$ cat src/rtl/stream_mux_4to1.sv
// Four-to-one valid/ready stream multiplexer. Round-robin arbitration between packets;
// a packet holds its channel until its last beat. Each beat is tagged with its source index.
module stream_mux_4to1 #(
  parameter int WIDTH = 8
) (
  input  logic               clk,
  input  logic               rst,
  input  logic [3:0]         in_valid,
  input  logic [4*WIDTH-1:0] in_data,
  input  logic [3:0]         in_last,
  output logic [3:0]         in_ready,
  output logic               out_valid,
  output logic [WIDTH-1:0]   out_data,
  output logic               out_last,
  output logic [1:0]         out_sel,
  input  logic               out_ready
);

  typedef enum logic [0:0] {
    ST_IDLE   = 1'b0,
    ST_LOCKED = 1'b1
  } state_t;

  state_t             state_q, state_d;
  logic [1:0]         ptr_q, ptr_d;
  logic [1:0]         lock_ch_q, lock_ch_d;
  logic               out_valid_q, out_valid_d;
  logic [WIDTH-1:0]   out_data_q, out_data_d;
  logic               out_last_q, out_last_d;
  logic [1:0]         out_sel_q, out_sel_d;

  logic               load_en_s;
  logic [2:0]         pick_s;
  logic [3:0]         grant_s;
  logic [1:0]         gidx_s;
  logic               accept_s;

  // Returns {found, index}; the search starts after p, so p itself has lowest priority.
  function automatic logic [2:0] rr_pick(input logic [3:0] v, input logic [1:0] p);
    logic [2:0] res;
    logic [1:0] c;
    res = 3'b000;
    for (int k = 4; k >= 1; k--) begin
      c = p + 2'(k);
      if (v[c]) begin
        res = {1'b1, c};
      end
    end
    return res;
  endfunction

  // Arbitration: grant selection and per-channel ready.
  always_comb begin
    load_en_s = !out_valid_q || out_ready;
    pick_s    = rr_pick(in_valid, ptr_q);
    grant_s   = 4'b0000;
    gidx_s    = 2'd0;
    case (state_q)
      ST_IDLE: begin
        if (pick_s[2]) begin
          grant_s = 4'b0001 << pick_s[1:0];
          gidx_s  = pick_s[1:0];
        end else begin
          grant_s = 4'b0000;
        end
      end
      ST_LOCKED: begin
        if (in_valid[lock_ch_q]) begin
          grant_s = 4'b0001 << lock_ch_q;
          gidx_s  = lock_ch_q;
        end else begin
          grant_s = 4'b0000;
        end
      end
      default: begin
        grant_s = 4'b0000;
      end
    endcase
    if (load_en_s && !rst) begin
      in_ready = grant_s;
    end else begin
      in_ready = 4'b0000;
    end
    accept_s = |in_ready;
  end

  // Next-state: load an accepted beat, or drain the output register.
  always_comb begin
    state_d     = state_q;
    ptr_d       = ptr_q;
    lock_ch_d   = lock_ch_q;
    out_valid_d = out_valid_q;
    out_data_d  = out_data_q;
    out_last_d  = out_last_q;
    out_sel_d   = out_sel_q;
    if (accept_s) begin
      out_valid_d = 1'b1;
      out_data_d  = in_data[int'(gidx_s)*WIDTH +: WIDTH];
      out_last_d  = in_last[gidx_s];
      out_sel_d   = gidx_s;
      ptr_d       = gidx_s;
      lock_ch_d   = gidx_s;
      if (in_last[gidx_s]) begin
        state_d = ST_IDLE;
      end else begin
        state_d = ST_LOCKED;
      end
    end else if (out_ready) begin
      out_valid_d = 1'b0;
    end else begin
      out_valid_d = out_valid_q;
    end
  end

  // State and output registers.
  always_ff @(posedge clk) begin
    if (rst) begin
      state_q     <= ST_IDLE;
      ptr_q       <= 2'd3;
      lock_ch_q   <= 2'd0;
      out_valid_q <= 1'b0;
      out_data_q  <= '0;
      out_last_q  <= 1'b0;
      out_sel_q   <= 2'd0;
    end else begin
      state_q     <= state_d;
      ptr_q       <= ptr_d;
      lock_ch_q   <= lock_ch_d;
      out_valid_q <= out_valid_d;
      out_data_q  <= out_data_d;
      out_last_q  <= out_last_d;
      out_sel_q   <= out_sel_d;
    end
  end

  assign out_valid = out_valid_q;
  assign out_data  = out_data_q;
  assign out_last  = out_last_q;
  assign out_sel   = out_sel_q;

endmodule

$ cat config.mk
export PLATFORM = sky130hd
export DESIGN_NAME = stream_mux_4to1
export DESIGN_NICKNAME = d
export VERILOG_FILES = /design/src/rtl/stream_mux_4to1.sv
export SDC_FILE = /design/constraint.sdc
export NUM_CORES = 1
export LEC_CHECK = 0
export CORE_MARGIN = 3
export CORE_UTILIZATION = 39
export CTS_CLUSTER_DIAMETER = 50
export CTS_CLUSTER_SIZE = 14
export DETAILED_ROUTE_END_ITERATION = 6
export PLACE_DENSITY = 0.82
export RECOVER_POWER = 25
export SLEW_MARGIN = 15
export SYNTH_ARGS = -nofsm -noshare
export SYNTH_HDL_FRONTEND = slang
export SYNTH_SLANG_ARGS = --single-unit
$ cat constraint.sdc
create_clock -name clk -period 2.21 [get_ports clk]
set_clock_uncertainty 0.1 [all_clocks]
set_input_delay 0.5525 -clock clk [delete_from_list [all_inputs] [get_ports clk]]
set_output_delay 0.5525 -clock clk [all_outputs]
set_load 0.02 [all_outputs]
==> flow_metrics.tcl <==
set metrics [dict create \
    utilization 0.8207 \
    grt.overflow.total 0 \
    yosysTopAreaCell "dfxtp_1" \
    drt_wl_total_um 4409 \
    ys_async_sr_fraction 0 \
    rsz0062_at_grt "true" \
    place_hpwl_um 3037 \
    setup_viol 4 \
    start_util 0.4230 \
    slew_headroom 0.8204 \
    synthTopCellsByArea "dfxtp_1, mux4_1, mux4_2" \
    area_delta_synth_final_pct 94.01 \
    cts_tree "built" \
    yosys.area_share.adder 0 \
    cap_violations 0 \
    finalCriticalPeriod_ns 2.260 \
    cp_data_required_time_ns 1.56 \
    synth.distinct_cells 40 \
    synthCells 108 \
    start_kind "input port" \
    crit_type "input port to output pin" \
    synth_compound_area_frac 0.2684 \
    grt_pass1_wl_um 6527 \
    synthesis.area_um2 1086 \
    synth_mux_area_frac 0.2177 \
    hp-class "flip-flop to flip-flop" \
    status "finished, violations left" \
    layout_common_cells "clkdlybuf4s50_1, buf_4, dfxtp_1" \
    cts_buffer_depth 2 \
    tightestPinTransition_ns 0.2694 \
    max_stage_delay_ns 0.24 \
    die_x_um 58.77 \
    postRouteAntennaNets 0 \
    worst_path_max_delay_cell "and3b_2" \
    core_area_um2 2567 \
    synthFlopType "dfxtp_1" \
    violations "setup timing" \
    drtPass1Iterations 4 \
    yosys.area_share.simple 0.1947 \
    finalNonFillerCells 227 \
    path_cells "buf_2 > nand2b_4 > a21o_1 > and3b_2 > a31o_2 > buf_6" \
    grt_antenna_before_repair 0 \
    die_y_um 58.77 \
    cts-htree-levels 1 \
    final_common_cell "clkdlybuf4s50_1" \
    numCtsBuffers 3 \
    seq_area_frac_synth 0.2765 \
    period_share 1.022 \
    grt_max_degree 13 \
    ys_ff_latch 15 \
    die_area_um2 3454 \
    grt_pass1_vias 1360 \
    cts_hold_buf 0 \
    power_w 0.001784 \
    dr_total_vias 1374 \
    hold_viol 0 \
    row_count 18 \
    clkLatencyLatePin_ns 0.28 \
    power_density_nw_per_um2 846.9 \
    cp.arrival_ns 1.61 \
    drive_gt1_frac 0.4264 \
    grtUsageTotal 0.2459 \
    synth_edf_count 0 \
    end_kind "output pin" \
    diodes 0 \
    syn_nets 151 \
    gp_congestion 0.8080 \
    root_buffer "clkbuf_4" \
    wl_per_cell_um 19.42 \
    clock_sinks 15 \
    maxSlewViolCount 0 \
    synth_top_family_by_area "compound AO/OA/AOI/OAI gates" \
    synth_top_area_frac 0.2765 \
    fmaxAchievable_ghz 0.4426 \
    cp_max_fo 4 \
    leakagePower_nw 0.8866 \
    drcViolationCount 0 \
    yosys_warnings 0 \
    numPortBuffers 58 \
    first_iter_violations 126 \
    synth_area_per_cell_um2 10.06 \
    vias_per_cell 6.053 \
    path_clk_slew_ns 0.09 \
    io_pins 59 \
    synth_xor_area_frac 0 \
    fin_tns_setup_ns -0.1492 \
    nets 241 \
    peakVddDrop_mv 0.6616 \
    dpl.cell_count 218 \
    setup_slack_ns -0.04955 \
]
-- sequential cells by signal (all words and copies together), names as in the netlist --
signal,cells
out_valid,1
ptr_q,2
out_data,8
state_q,1
out_sel,2
out_last,1
-- metal layers --
| layer | wire [µm] | global-route usage | vias to the layer above | share of wire |
|---|---|---|---|---|
| met5 | 0 | 0 | - | 0 |
| met1 | 1687 | 0.3202 | 651 | 0.38 |
| met2 | 2221 | 0.4117 | 95 | 0.50 |
| met3 | 306 | 0.01754 | 18 | 0.069 |
| li1 | - | - | 610 | - |
| met4 | 193 | 0.1165 | 0 | 0.044 |
-- Yosys cell counts (3+ instances only) --
| cell type | instances |
|---|---|
| o21ai_1 | 9 |
| nor3_1 | 3 |
| mux4_1 | 6 |
| nand3_1 | 10 |
| mux4_2 | 3 |
| nor2b_1 | 3 |
| nor2_1 | 4 |
| a21oi_1 | 11 |
| dfxtp_1 | 15 |
| a21o_1 | 3 |
| buf_2 | 4 |
| and3_1 | 3 |
-- logic make-up after synthesis --
group	count (synthesis)
AOI/OAI and AO/OA	39
buffers and inverters	9
DFF	15
muxes	10
and+or+nand+nor	35
-- critical path, delay by kind of cell --
kind / cells / cell delay (ns)
compound gates: 2 / 0.41
buf+inv: 2 / 0.26
simple gates: 2 / 0.38
-- per-stage QoR --
step           worst slack (ns)  area (µm²)  hold slack, ns
3_3_place_gp            -0.8306        1897          0.3480
2_1_floorplan            0.1255        1091          0.3409
6_report               -0.04955        2107          0.3720
4_1_cts                -0.04093        2063          0.3666
5_1_grt                -0.08730        2107          0.4014
3_5_place_dp            -0.8814        1897          0.3565
-- worst paths after layout --
| check | slack (ns) | end | depth (start not counted) | startpoint |
|---|---|---|---|---|
| max reg2reg | 0.03 | state_q | 8 | ptr_q[0] |
| max | -0.05 | in_ready[2] | 6 | in_valid[2] |
| min | 0.37 | out_last | 2 | out_last |
| min reg2reg | 0.37 | out_last | 2 | out_last |
-- where the power goes --
group          total [W]  internal, W  switching [W]
clock           0.000157    0.0000672      0.0000901
sequential      0.000420     0.000353      0.0000675
combinational    0.00121     0.000651       0.000556
-- area by class of cell --
type	count	area, µm²
Clock buffer	3	22.52
Clock inverter	1	5.005
Fill cell	151	460.4
Inverter	3	11.26
Multi-Input combinational cell	84	852.1
Sequential cell	15	306.5
Tap cell	30	37.54
Timing Repair Buffer	91	872.1
-- timing repair --
| item | in CTS | in global routing |
|---|---|---|
| cloned | 1 | 0 |
| pin swaps | 15 | 6 |
| setup buffers | 5 | 0 |
| endpoints found under the hold margin | 0 | 0 |
| resized for setup | 73 | 16 |
| setup endpoints to repair | 19 | 14 |
Note: power is estimated with default switching activity, not from simulation.
==> variant 1: new RTL, same settings <==
Set the parameter `WIDTH` to 10 (it was 8).
--- a/src/rtl/stream_mux_4to1.sv
+++ b/src/rtl/stream_mux_4to1.sv
@@ -2,5 +2,5 @@
 // a packet holds its channel until its last beat. Each beat is tagged with its source index.
 module stream_mux_4to1 #(
-  parameter int WIDTH = 8
+  parameter int WIDTH = 10
 ) (
   input  logic               clk,
Interface: changed (resized in_data and out_data); port bits go from 59 to 69. No check against the original RTL was run, so the function may have changed too.
==> variant 1 against the original RTL <==
The flow still finishes with violations (setup timing). Via count is 32% higher. Worst setup slack worse by 320 ps. Wire length is 46% higher. Area after synthesis is 16% higher. Largest cell class unchanged. Total power is 60% higher. Final area is 28% higher. Sequential cell count is 2 higher. Highest routed layer unchanged. Critical endpoint unchanged.
==> variant 1: results (changes against the original RTL) <==
max FFs per register 10 (+2); status complete, but fails checks; reg2reg end out_data[9]$_SDFFE_PP0P_; hold path startpoint out_data[4]$_SDFFE_PP0P_; CP Launch Point ptr_q[0]$_SDFFE_PP1P_; Non-Clock Buffer Count 116 (+27%); vias in the first global route 1,815 (+33%); failing checks setup timing; Seq/Total Area, Yosys 27.0% (-0.69 points); placed cells 289 (+33%); # setup viols final 21 (+17); RePlAce Congestion 0.910 (+13%); static leakage 1.10 nW (+24%); Tightest Pin Transition 318 ps (+48.4 ps); sw frac 42.5% (+2.5 points); setup slack after layout -374 ps (-325 ps); Final Instance Count excl. Fillers 310 (+37%); Synth Register Bits 17 (+2); layout buffering overhead excluding clock cells 43.4% (+2.0 points); combinational share of power 75.6% (+8.0 points); R2R cell count 12 (+4); sequential cell area share 12.8% (-1.8 points); HPWL after DPL 3.41 mm (+12%); fraction of area in multi-input gates 39.9% (-0.51 points); Hold Path End out_data[4]$_SDFFE_PP0P_; maximum vdd drop 0.000697 V (+5.3%); Total GRT Usage 26.8% (+2.2 points); #MultiIn Comb 123 (+46%); # resized after CTS 66 (-9.6%); nets 318 (+32%); non-clock inverter count in the final layout 6 (+3); startpoint types flop
[variant 1: per-layer routing]
layer / track usage, % / part of all wire [%] / wire length, um / vias up
met5: 0 / 0 / 0 / -
met4: 7.99 / 4.5 / 289 / 0
met3: 6.47 / 7.8 / 502 / 27
met2: 49.1 / 50 / 3220 / 112
met1: 30.2 / 38 / 2410 / 875
li1: - / - / - / 795
[variant 1: stage by stage]
step	instance area (um2)	hold slack (ps)	setup slack, ps
detailed placement	2250	348	-1110
global placement	2250	337	-1070
finish	2690	381	-374
global route	2690	404	-433
floorplan	1310	428	-125
CTS	2530	365	-333
[variant 1: cells by family (layout without fill, tap and decap cells)]
logic type	after synthesis	in the layout	share of synthesized area, %
AOI/OAI and AO/OA	55	55	33.9
xor gates and xnor gates	1	1	0.694
buffers and inverters	15	126	5.95
DFF	17	17	27.0
muxes	17	17	13.6
and+or+nand+nor	50	50	18.9
==> variant 2: new RTL, same settings <==
Made on the original files. Take the reset off `out_data_q` and load it in a clocked block of its own.
--- a/src/rtl/stream_mux_4to1.sv
+++ b/src/rtl/stream_mux_4to1.sv
@@ -120,5 +120,4 @@
       lock_ch_q   <= 2'd0;
       out_valid_q <= 1'b0;
-      out_data_q  <= '0;
       out_last_q  <= 1'b0;
       out_sel_q   <= 2'd0;
@@ -128,8 +127,11 @@
       lock_ch_q   <= lock_ch_d;
       out_valid_q <= out_valid_d;
-      out_data_q  <= out_data_d;
       out_last_q  <= out_last_d;
       out_sel_q   <= out_sel_d;
     end
+  end
+
+  always_ff @(posedge clk) begin
+    out_data_q <= out_data_d;
   end
 
Behaviour: differs if rst is asserted again (counterexample within 4 cycles, from zero or initial values and one cycle with rst high); with rst held inactive, the same outputs for 10 cycles.
==> variant 2 against the original RTL <==
The run still ends with setup timing left. Final area rose by 6.4%. Sequential power increased by 22%. Area after synthesis is 2.5% higher. Sequential cell count is the same. Clock power fell by 3%. Worst setup slack got worse by 200 ps. Total power rose by 18%. Wire length down 1.1%. Critical path type unchanged. Critical endpoint is now in_ready[0]. Largest cell class unchanged. Highest routed layer unchanged.
==> variant 2: results (changes against the original RTL) <==
WP data arrival 1810 ps (+200 ps); GRT Residual Overflow 0 (unchanged); Placed Area 0.00201 mm2 (+6.2%); Rel. slew slack 62.0% (-20 points); nets 268 (+11%); P_int 1.29 mW (+20%); HPWL after DPL 3.12 mm (+2.6%); RePlAce Congestion 0.897 (+11%); max FFs per register 8 (unchanged); # setup viols final 4 (unchanged); R2R Setup Slk 80 ps (+50 ps); Max FO, Critical Path 5 (+1); Main synth FF type edfxtp_1; Seq/Total Area, Yosys 34.2% (+6.5 points); vias in the first global route 1,370 (+0.74%); P_seq 0.514 mW (+22%); 1st-iter DRT viols 43 (-66%); GR Util met2 46.5% (+5.3 points); met1 track demand over resource 25.8% (-6.2 points); switching power 0.829 mW (+16%); synth cell count leaders a21oi_1, nor2_1, mux2i_1; Routed WL 4.36 mm (-1.1%); Net Count, Synth 168 (+11%); synth top area cells edfxtp_1, dfxtp_1, mux2i_1, mux2_2, a21oi_1; status complete, but fails checks; failing checks setup timing; setup slack after layout -251 ps (-201 ps); GR Layer Usage met3 6.54% (+4.8 points); CP Launch Point in_valid[1]; Fillers 138 (-8.6%); EDFF count, synth 8 (+8); WHS 408 ps (+35.8 ps); Total GRT Usage 24.4% (-0.19 points); Setup WS pre-CTS -1050 ps (-169 ps); maximum vdd drop 0.000968 V (+46%); Worst-Skew Late Latency 280 ps (about the same); Async S/R FF share, synth 0% (unchanged); Ys Warns 0 (unchanged); diodes inserted 0 (unchanged); CTS Root Cell clkbuf_4; static leakage 0.927 nW (+4.6%); Final TNS setup -722 ps (-573 ps); Logic power comb 1.45 mW (+20%); Yosys cell types 34 (-15%); r2r startpoint ptr_q[1]$_SDFFE_PP1P_; Hold Path Class reg2reg; global-route wire length before repair 6.40 mm (-1.9%); H-tree Lvls 1 (unchanged); largest net degree at the start of global routing 17 (+4); routed vias/inst 5.54 (-8.4%); layout cells sized above 1 41.1% (-1.6 points)
[variant 2: changes by cell type after synthesis, moves of 8 or more]
cell      unedited run  this run
mux2i_1              0        12
nor2_1               4        14
dfxtp_1             15         7
edfxtp_1             0         8
mux2_2               0         8
nand3_1             10         2
o21ai_0              1         9
[variant 2: metrics by stage]
stage                     std cells  utilization (%)
after floorplan                 125                -
after global placement          244             77.8
after detailed placement        244             77.8
after CTS                       252             82.9
after global routing            254             86.6
final                           254             86.6
[variant 2: worst paths after layout]
path,endpoint,cells past startpoint
worst min register to register,out_last$_SDFFE_PP0P_,2
worst max register to register,out_data[1]$_DFFE_PP_,8
worst min-delay path,out_last$_SDFFE_PP0P_,2
worst max-delay path,in_ready[0],7
[variant 2: final cells by class]
class	instances	area share, %
well taps	30	1.67
flip-flops and latches	15	17.3
multi-input cells	99	37.7
repair buffers	101	41.3
clock buffers	4	1.17
inverters	5	0.837
[variant 2: cell families after synthesis]
group	synth area share (%)
AO/OA/AOI/OAI	24.5
AND/OR/NAND/NOR	17.4
multiplexers	18.9
flip-flops	34.2
buffers and inverters	5.06
[variant 2: critical path: stages]
cell and delay [ps]:
buf_8 100, or2_4 270, a311o_1 290, o211a_1 160, a31oi_1 190, nor2_1 80
buf_4 160
[variant 2: per-layer routing]
| metal | routed length (um) | vias up |
|---|---|---|
| met5 | 0 | - |
| met1 | 1650 | 647 |
| met3 | 444 | 10 |
| li1 | - | 671 |
| met2 | 2190 | 80 |
| met4 | 74 | 0 |
[variant 2: timing repair]
action | 4_1_cts | 5_1_grt
endpoints found under the hold margin | 0 | 0
hold buffers | 0 | 0
pin swaps | 9 | 3
setup endpoints to repair | 27 | 23
buffers inserted | 3 | 2
cloned | 1 | 0
gates resized for setup | 54 | 26
